**src/rtl/frequency_counter_scheduler.sv**
```systemverilog
// frequency_counter_scheduler: shares one frequency counter across N muxed clocks.
// Define FREQUENCY_COUNTER_SCHEDULER_TIMEOUT_EN to build the per-channel timeout.
module frequency_counter_scheduler #(
  parameter int NUMBER_OF_CHANNELS         = 4,
  parameter int LOG2_OF_NUMBER_OF_CHANNELS = $clog2(NUMBER_OF_CHANNELS),
  parameter int DISCARD_COUNT              = 2,
  parameter int TIMEOUT_CYCLES             = 2**28
) (
  input  logic                                  reference_clock,
  input  logic                                  reset_n,
  input  logic                                  enable,
  input  logic [NUMBER_OF_CHANNELS-1:0]         channel_mask,
  input  logic [31:0]                           counter_frequency,
  input  logic                                  counter_valid,
  output logic [LOG2_OF_NUMBER_OF_CHANNELS-1:0] select,
  input  logic [LOG2_OF_NUMBER_OF_CHANNELS-1:0] read_channel,
  input  logic                                  read_strobe,
  output logic [31:0]                           read_frequency,
  output logic [NUMBER_OF_CHANNELS-1:0]         fresh,
  output logic [NUMBER_OF_CHANNELS-1:0]         timed_out,
  output logic                                  busy,
  output logic                                  sweep_done
);
  localparam int N  = NUMBER_OF_CHANNELS;
  localparam int LW = LOG2_OF_NUMBER_OF_CHANNELS;

  typedef enum logic [2:0] {
    IDLE, SWITCH, DISCARD, MEASURE, STORE
  } state_t;

  state_t        state_q, state_d;
  logic [N-1:0]  mask_q, mask_d;
  logic [N-1:0]  fresh_q, fresh_d;
  logic [N-1:0]  to_q, to_d;
  logic [LW-1:0] sel_q, sel_d;
  logic [3:0]    disc_q, disc_d;
  logic [31:0]   res_q [N];
  logic [31:0]   res_d [N];
  logic [31:0]   rd_q, rd_d;
  logic          done_q, done_d;
  logic          st_en, st_to;
  logic [31:0]   st_val;
  logic          tmo_hit;
  logic          rd_ok;

  function automatic logic [LW-1:0] lowest(input logic [N-1:0] m);
    lowest = '0;
    for (int i = N - 1; i >= 0; i--)
      if (m[i]) lowest = LW'(i);
  endfunction

  function automatic logic has_above(input logic [N-1:0] m,
                                     input logic [LW-1:0] c);
    has_above = 1'b0;
    for (int i = 0; i < N; i++)
      if (m[i] && i > int'(c)) has_above = 1'b1;
  endfunction

  function automatic logic [LW-1:0] next_above(input logic [N-1:0] m,
                                               input logic [LW-1:0] c);
    next_above = c;
    for (int i = N - 1; i >= 0; i--)
      if (m[i] && i > int'(c)) next_above = LW'(i);
  endfunction

`ifdef FREQUENCY_COUNTER_SCHEDULER_TIMEOUT_EN
  localparam int TW = $clog2(TIMEOUT_CYCLES + 1);
  logic [TW-1:0] tmo_q, tmo_d;
  logic          waiting;

  assign waiting = (state_q == DISCARD) || (state_q == MEASURE);
  assign tmo_hit = waiting && (tmo_q == TW'(TIMEOUT_CYCLES - 1));

  always_comb begin
    tmo_d = tmo_q;
    if (state_q == SWITCH) tmo_d = '0;
    else if (waiting)      tmo_d = tmo_q + TW'(1);
  end

  always_ff @(posedge reference_clock or negedge reset_n) begin
    if (!reset_n) tmo_q <= '0;
    else          tmo_q <= tmo_d;
  end
`else
  // No timeout hardware: the wait states never give up.
  assign tmo_hit = (TIMEOUT_CYCLES < 0);
`endif

  assign rd_ok = int'(read_channel) < N;

  always_comb begin
    state_d = state_q;
    mask_d  = mask_q;
    sel_d   = sel_q;
    disc_d  = disc_q;
    fresh_d = fresh_q;
    to_d    = to_q;
    res_d   = res_q;
    done_d  = 1'b0;
    st_en   = 1'b0;
    st_to   = 1'b0;
    st_val  = '0;
    rd_d    = rd_ok ? res_q[read_channel] : '0;
    if (read_strobe && rd_ok) fresh_d[read_channel] = 1'b0;
    if (!enable) begin
      state_d = IDLE;
    end else begin
      unique case (state_q)
        IDLE: if (|channel_mask) begin
          mask_d  = channel_mask;
          sel_d   = lowest(channel_mask);
          state_d = SWITCH;
        end
        SWITCH: begin
          disc_d  = '0;
          state_d = (DISCARD_COUNT == 0) ? MEASURE : DISCARD;
        end
        DISCARD: begin
          if (tmo_hit) begin
            st_en = 1'b1;
            st_to = 1'b1;
          end else if (counter_valid) begin
            if (int'(disc_q) + 1 >= DISCARD_COUNT) state_d = MEASURE;
            else disc_d = disc_q + 4'd1;
          end
        end
        MEASURE: begin
          if (counter_valid) begin
            st_en  = 1'b1;
            st_val = counter_frequency;
          end else if (tmo_hit) begin
            st_en = 1'b1;
            st_to = 1'b1;
          end
        end
        STORE: begin
          if (has_above(mask_q, sel_q)) begin
            sel_d   = next_above(mask_q, sel_q);
            state_d = SWITCH;
          end else if (|channel_mask) begin
            mask_d  = channel_mask;
            sel_d   = lowest(channel_mask);
            state_d = SWITCH;
          end else begin
            state_d = IDLE;
          end
        end
        default: state_d = IDLE;
      endcase
    end
    // A store overrides a same-cycle read strobe on that channel.
    if (st_en) begin
      res_d[sel_q]   = st_val;
      fresh_d[sel_q] = 1'b1;
      to_d[sel_q]    = st_to;
      state_d        = STORE;
      done_d         = !has_above(mask_q, sel_q);
    end
  end

  always_ff @(posedge reference_clock or negedge reset_n) begin
    if (!reset_n) begin
      state_q <= IDLE;
      mask_q  <= '0;
      sel_q   <= '0;
      disc_q  <= '0;
      fresh_q <= '0;
      to_q    <= '0;
      res_q   <= '{default: '0};
      rd_q    <= '0;
      done_q  <= 1'b0;
    end else begin
      state_q <= state_d;
      mask_q  <= mask_d;
      sel_q   <= sel_d;
      disc_q  <= disc_d;
      fresh_q <= fresh_d;
      to_q    <= to_d;
      res_q   <= res_d;
      rd_q    <= rd_d;
      done_q  <= done_d;
    end
  end

  assign select         = sel_q;
  assign read_frequency = rd_q;
  assign fresh          = fresh_q;
  assign timed_out      = to_q;
  assign busy           = (state_q != IDLE);
  assign sweep_done     = done_q;
endmodule
```
**config.mk**
```make
export PLATFORM = sky130hd
export DESIGN_NAME = frequency_counter_scheduler
export DESIGN_NICKNAME = d
export VERILOG_FILES = /design/src/rtl/frequency_counter_scheduler.sv
export SDC_FILE = /design/constraint.sdc
export NUM_CORES = 1
export LEC_CHECK = 0
export ABC_AREA = 1
export CORE_MARGIN = 3
export CORE_UTILIZATION = 50
export CTS_CLUSTER_SIZE = 40
export DETAILED_ROUTE_END_ITERATION = 16
export PLACE_DENSITY = 0.72
export SYNTH_ARGS = -nofsm -noshare
export SYNTH_HDL_FRONTEND = slang
export SYNTH_SLANG_ARGS = --single-unit
```
**constraint.sdc**
```tcl
create_clock -name reference_clock -period 1.45 [get_ports reference_clock]
set_clock_uncertainty 0.2 [all_clocks]
set_input_delay 0.29 -clock reference_clock [delete_from_list [all_inputs] [get_ports reference_clock]]
set_output_delay 0.29 -clock reference_clock [all_outputs]
set_load 0.005 [all_outputs]
```
==> reports/results.txt <==
status: finished with violations
violated checks: negative setup slack
WL per Instance: 16.1 um
global-route met3 utilization: 5.75%
Worst Hold Class: in -> async
initial core utilization: 51.1%
R2R depth: 9
CP Data Arrival Time: 1920 ps
post-synthesis sequential area ratio: 60.7%
reg-to-reg endpoint: res_q[5]
FF-to-FF Start: state_q[2]
Area after DPL: 0.00884 mm2
final layout net count: 990
most frequent cells in the layout: dfrtp_1 (179), nand2_1 (156), o21ai_1 (106), nor2_1 (73), o21ai_0 (73)
Worst VDD drop: 863 uV
most used routing layer: met2
Hold Fails Final Rpt: 0
Crit Path Category: reg -> reg
Critical Path Source: state_q[2]
dpl hpwl: 10,900 um
Final GP Congestion: 0.785
clk_lat worst skew: 430 ps
share of layout cells above drive strength 1: 21.4%
Yosys warnings: 0
cts bufs inserted: 17
syn_nets: 859
hold slack: 104 ps
Synth Cell Area: 0.00746 mm2
height of the chip: 128 um
post-synthesis average cell area: 9.16 um2
CTS sink cnt: 181
Area Overhead vs Synth: 29.8%
vias: 6,226
Layout Cells excl Fill: 1,142
vias in the first global route: 5,902
Port Buffers: 86
MaxCap Viol Count: 0
Final setup viols: 152
Clk pin slew, worst setup/hold paths: 60 ps
Worst Max-Slew Pin Slew: 305 ps
Placed Cells: 1,086
total inserted antenna cells: 0
RSZ-0062 raised after global routing: yes
relative slew slack: 79.7%
post-route clock period utilization: 124%
Post-Synthesis Cells: 814
Leak: 4.73 nW
Chip Width: 128 um
post-synthesis sequential element count: 181
ANT nets after route: 0
Via density: 5.45
largest net degree at the start of global routing: 54
Core Box Area: 0.0146 mm2
routed wire length: 18,400 um
CP Max Fanout: 5
die area: 0.0164 mm2
total iterations of the first detailed-routing run: 5
Initial DRC Count: 481
Max Freq: 555 MHz
leading cell type in the layout, fill and taps excluded: dfrtp_1
Power Dens Cells: 1700 mW/mm2
Total Routing Usage GR: 22.5%
TritonCTS clock tree: yes
num rows: 44
R2R setup slack: -350 ps
first-pass GRT wire length: 29,100 um
Worst Path Required: 1570 ps
Netlist cell types: 26
final slew viol count: 0
PnR worst setup slack: -353 ps
final instance area: 0.00968 mm2
M1 GR Usage: 30.3%
drt drc: 0
H-tree level count: 4
deepest clock path buffer count: 2
initial antenna violation count: 0
Tmin final: 1800 ps
grt ovf: 0
I/O pins: 87
Worst setup SP type: flip-flop
met2 track demand over resource: 35.7%
Pwr Total: 16.5 mW
root buf cell: clkbuf_16
CP endpoint kind: flip-flop
==> worst max-delay path, stage by stage (launching register included) <==
cell and delay [ps]:
dfrtp_1 410, inv_2 100, nand4_4 120, nor2_4 140
inv_2 70, nor2_4 210, clkinvlp_4 180, buf_6 160
nand2_2 50, o21ai_1 50
==> sequential cells by signal (all words and copies together) (netlist names) <==
signal and count:
select 2, res_q 128, read_frequency 32, mask_q 3, sweep_done 1, fresh 4, state_q 3, disc_q 4
timed_out 4
==> what timing repair did <==
item,4_1_cts,5_1_grt
endpoints found under the setup margin,191,164
endpoints found under the hold margin,181,0
hold buffers,1,0
pin swaps,10,11
gates resized for setup,206,49
buffers inserted,11,10
gates cloned,1,2
==> synthesized netlist by cell type <==
library cell	number	area share [%]
nor2_1	79	4.0
o21a_1	23	2.3
buf_2	21	1.4
inv_2	3	0.15
dfrtp_1	181	61
xor2_1	1	0.12
nand2_1	179	9.0
buf_6	3	0.45
inv_1	57	2.9
a21oi_1	3	0.20
nand4_2	1	0.17
and2_1	1	0.084
o22ai_1	32	2.7
o21bai_1	1	0.10
nand2_2	1	0.084
or2_2	1	0.084
clkbuf_1	21	1.1
nor2_4	2	0.30
ha_1	2	0.34
o21ai_1	96	6.4
o21ai_0	85	5.7
a21boi_0	3	0.30
nand3_1	10	0.67
buf_4	3	0.30
o211ai_1	1	0.10
nand4_1	4	0.34
==> area by class of cell <==
class	instances	area, um2
fill	1136	4910
multi-input combinational	525	2630
sequential	181	4530
inverter	60	229
clock inverter	13	181
clock buffer	19	443
tap	184	230
timing repair buffer	160	1430
==> power breakdown <==
group	total, mW	switching (mW)	internal (mW)
clock network	4.87	1.95	2.92
logic	4.10	2.05	2.04
registers	7.48	0.833	6.65
total	16.5	4.84	11.6
==> worst max-delay path by stage <==
stage	end
floorplan	res_q[18]
global placement	res_q[20]
detailed placement	res_q[22]
CTS	res_q[22]
global route	res_q[5]
finish	res_q[5]
==> routing by layer <==
layer  up-vias  wire length, um
li1       2951                -
met1      3045             8080
met2       200             8870
met3        30             1160
met4         0              321
met5         -                0
==> metrics by stage <==
stage / worst slack, ps / utilization (%) / TNS (ps)
floorplan: -129 / - / -10080
global placement: -582 / 60.6 / -76420
detailed placement: -636 / 60.6 / -80120
CTS: -299 / 64.8 / -33990
global route: -439 / 66.4 / -49650
finish: -353 / 66.4 / -35660
==> logic make-up (layout without fill, tap and decap cells) <==
family | Yosys count | after routing | synth area share [%]
xor+xnor | 1 | 1 | 0.117
simple gates | 278 | 278 | 14.7
fa+ha+maj | 2 | 2 | 0.336
compound gates | 244 | 244 | 17.9
flops | 181 | 181 | 60.7
buf+inv | 108 | 252 | 6.24
Note: power is estimated with default switching activity, not from simulation.
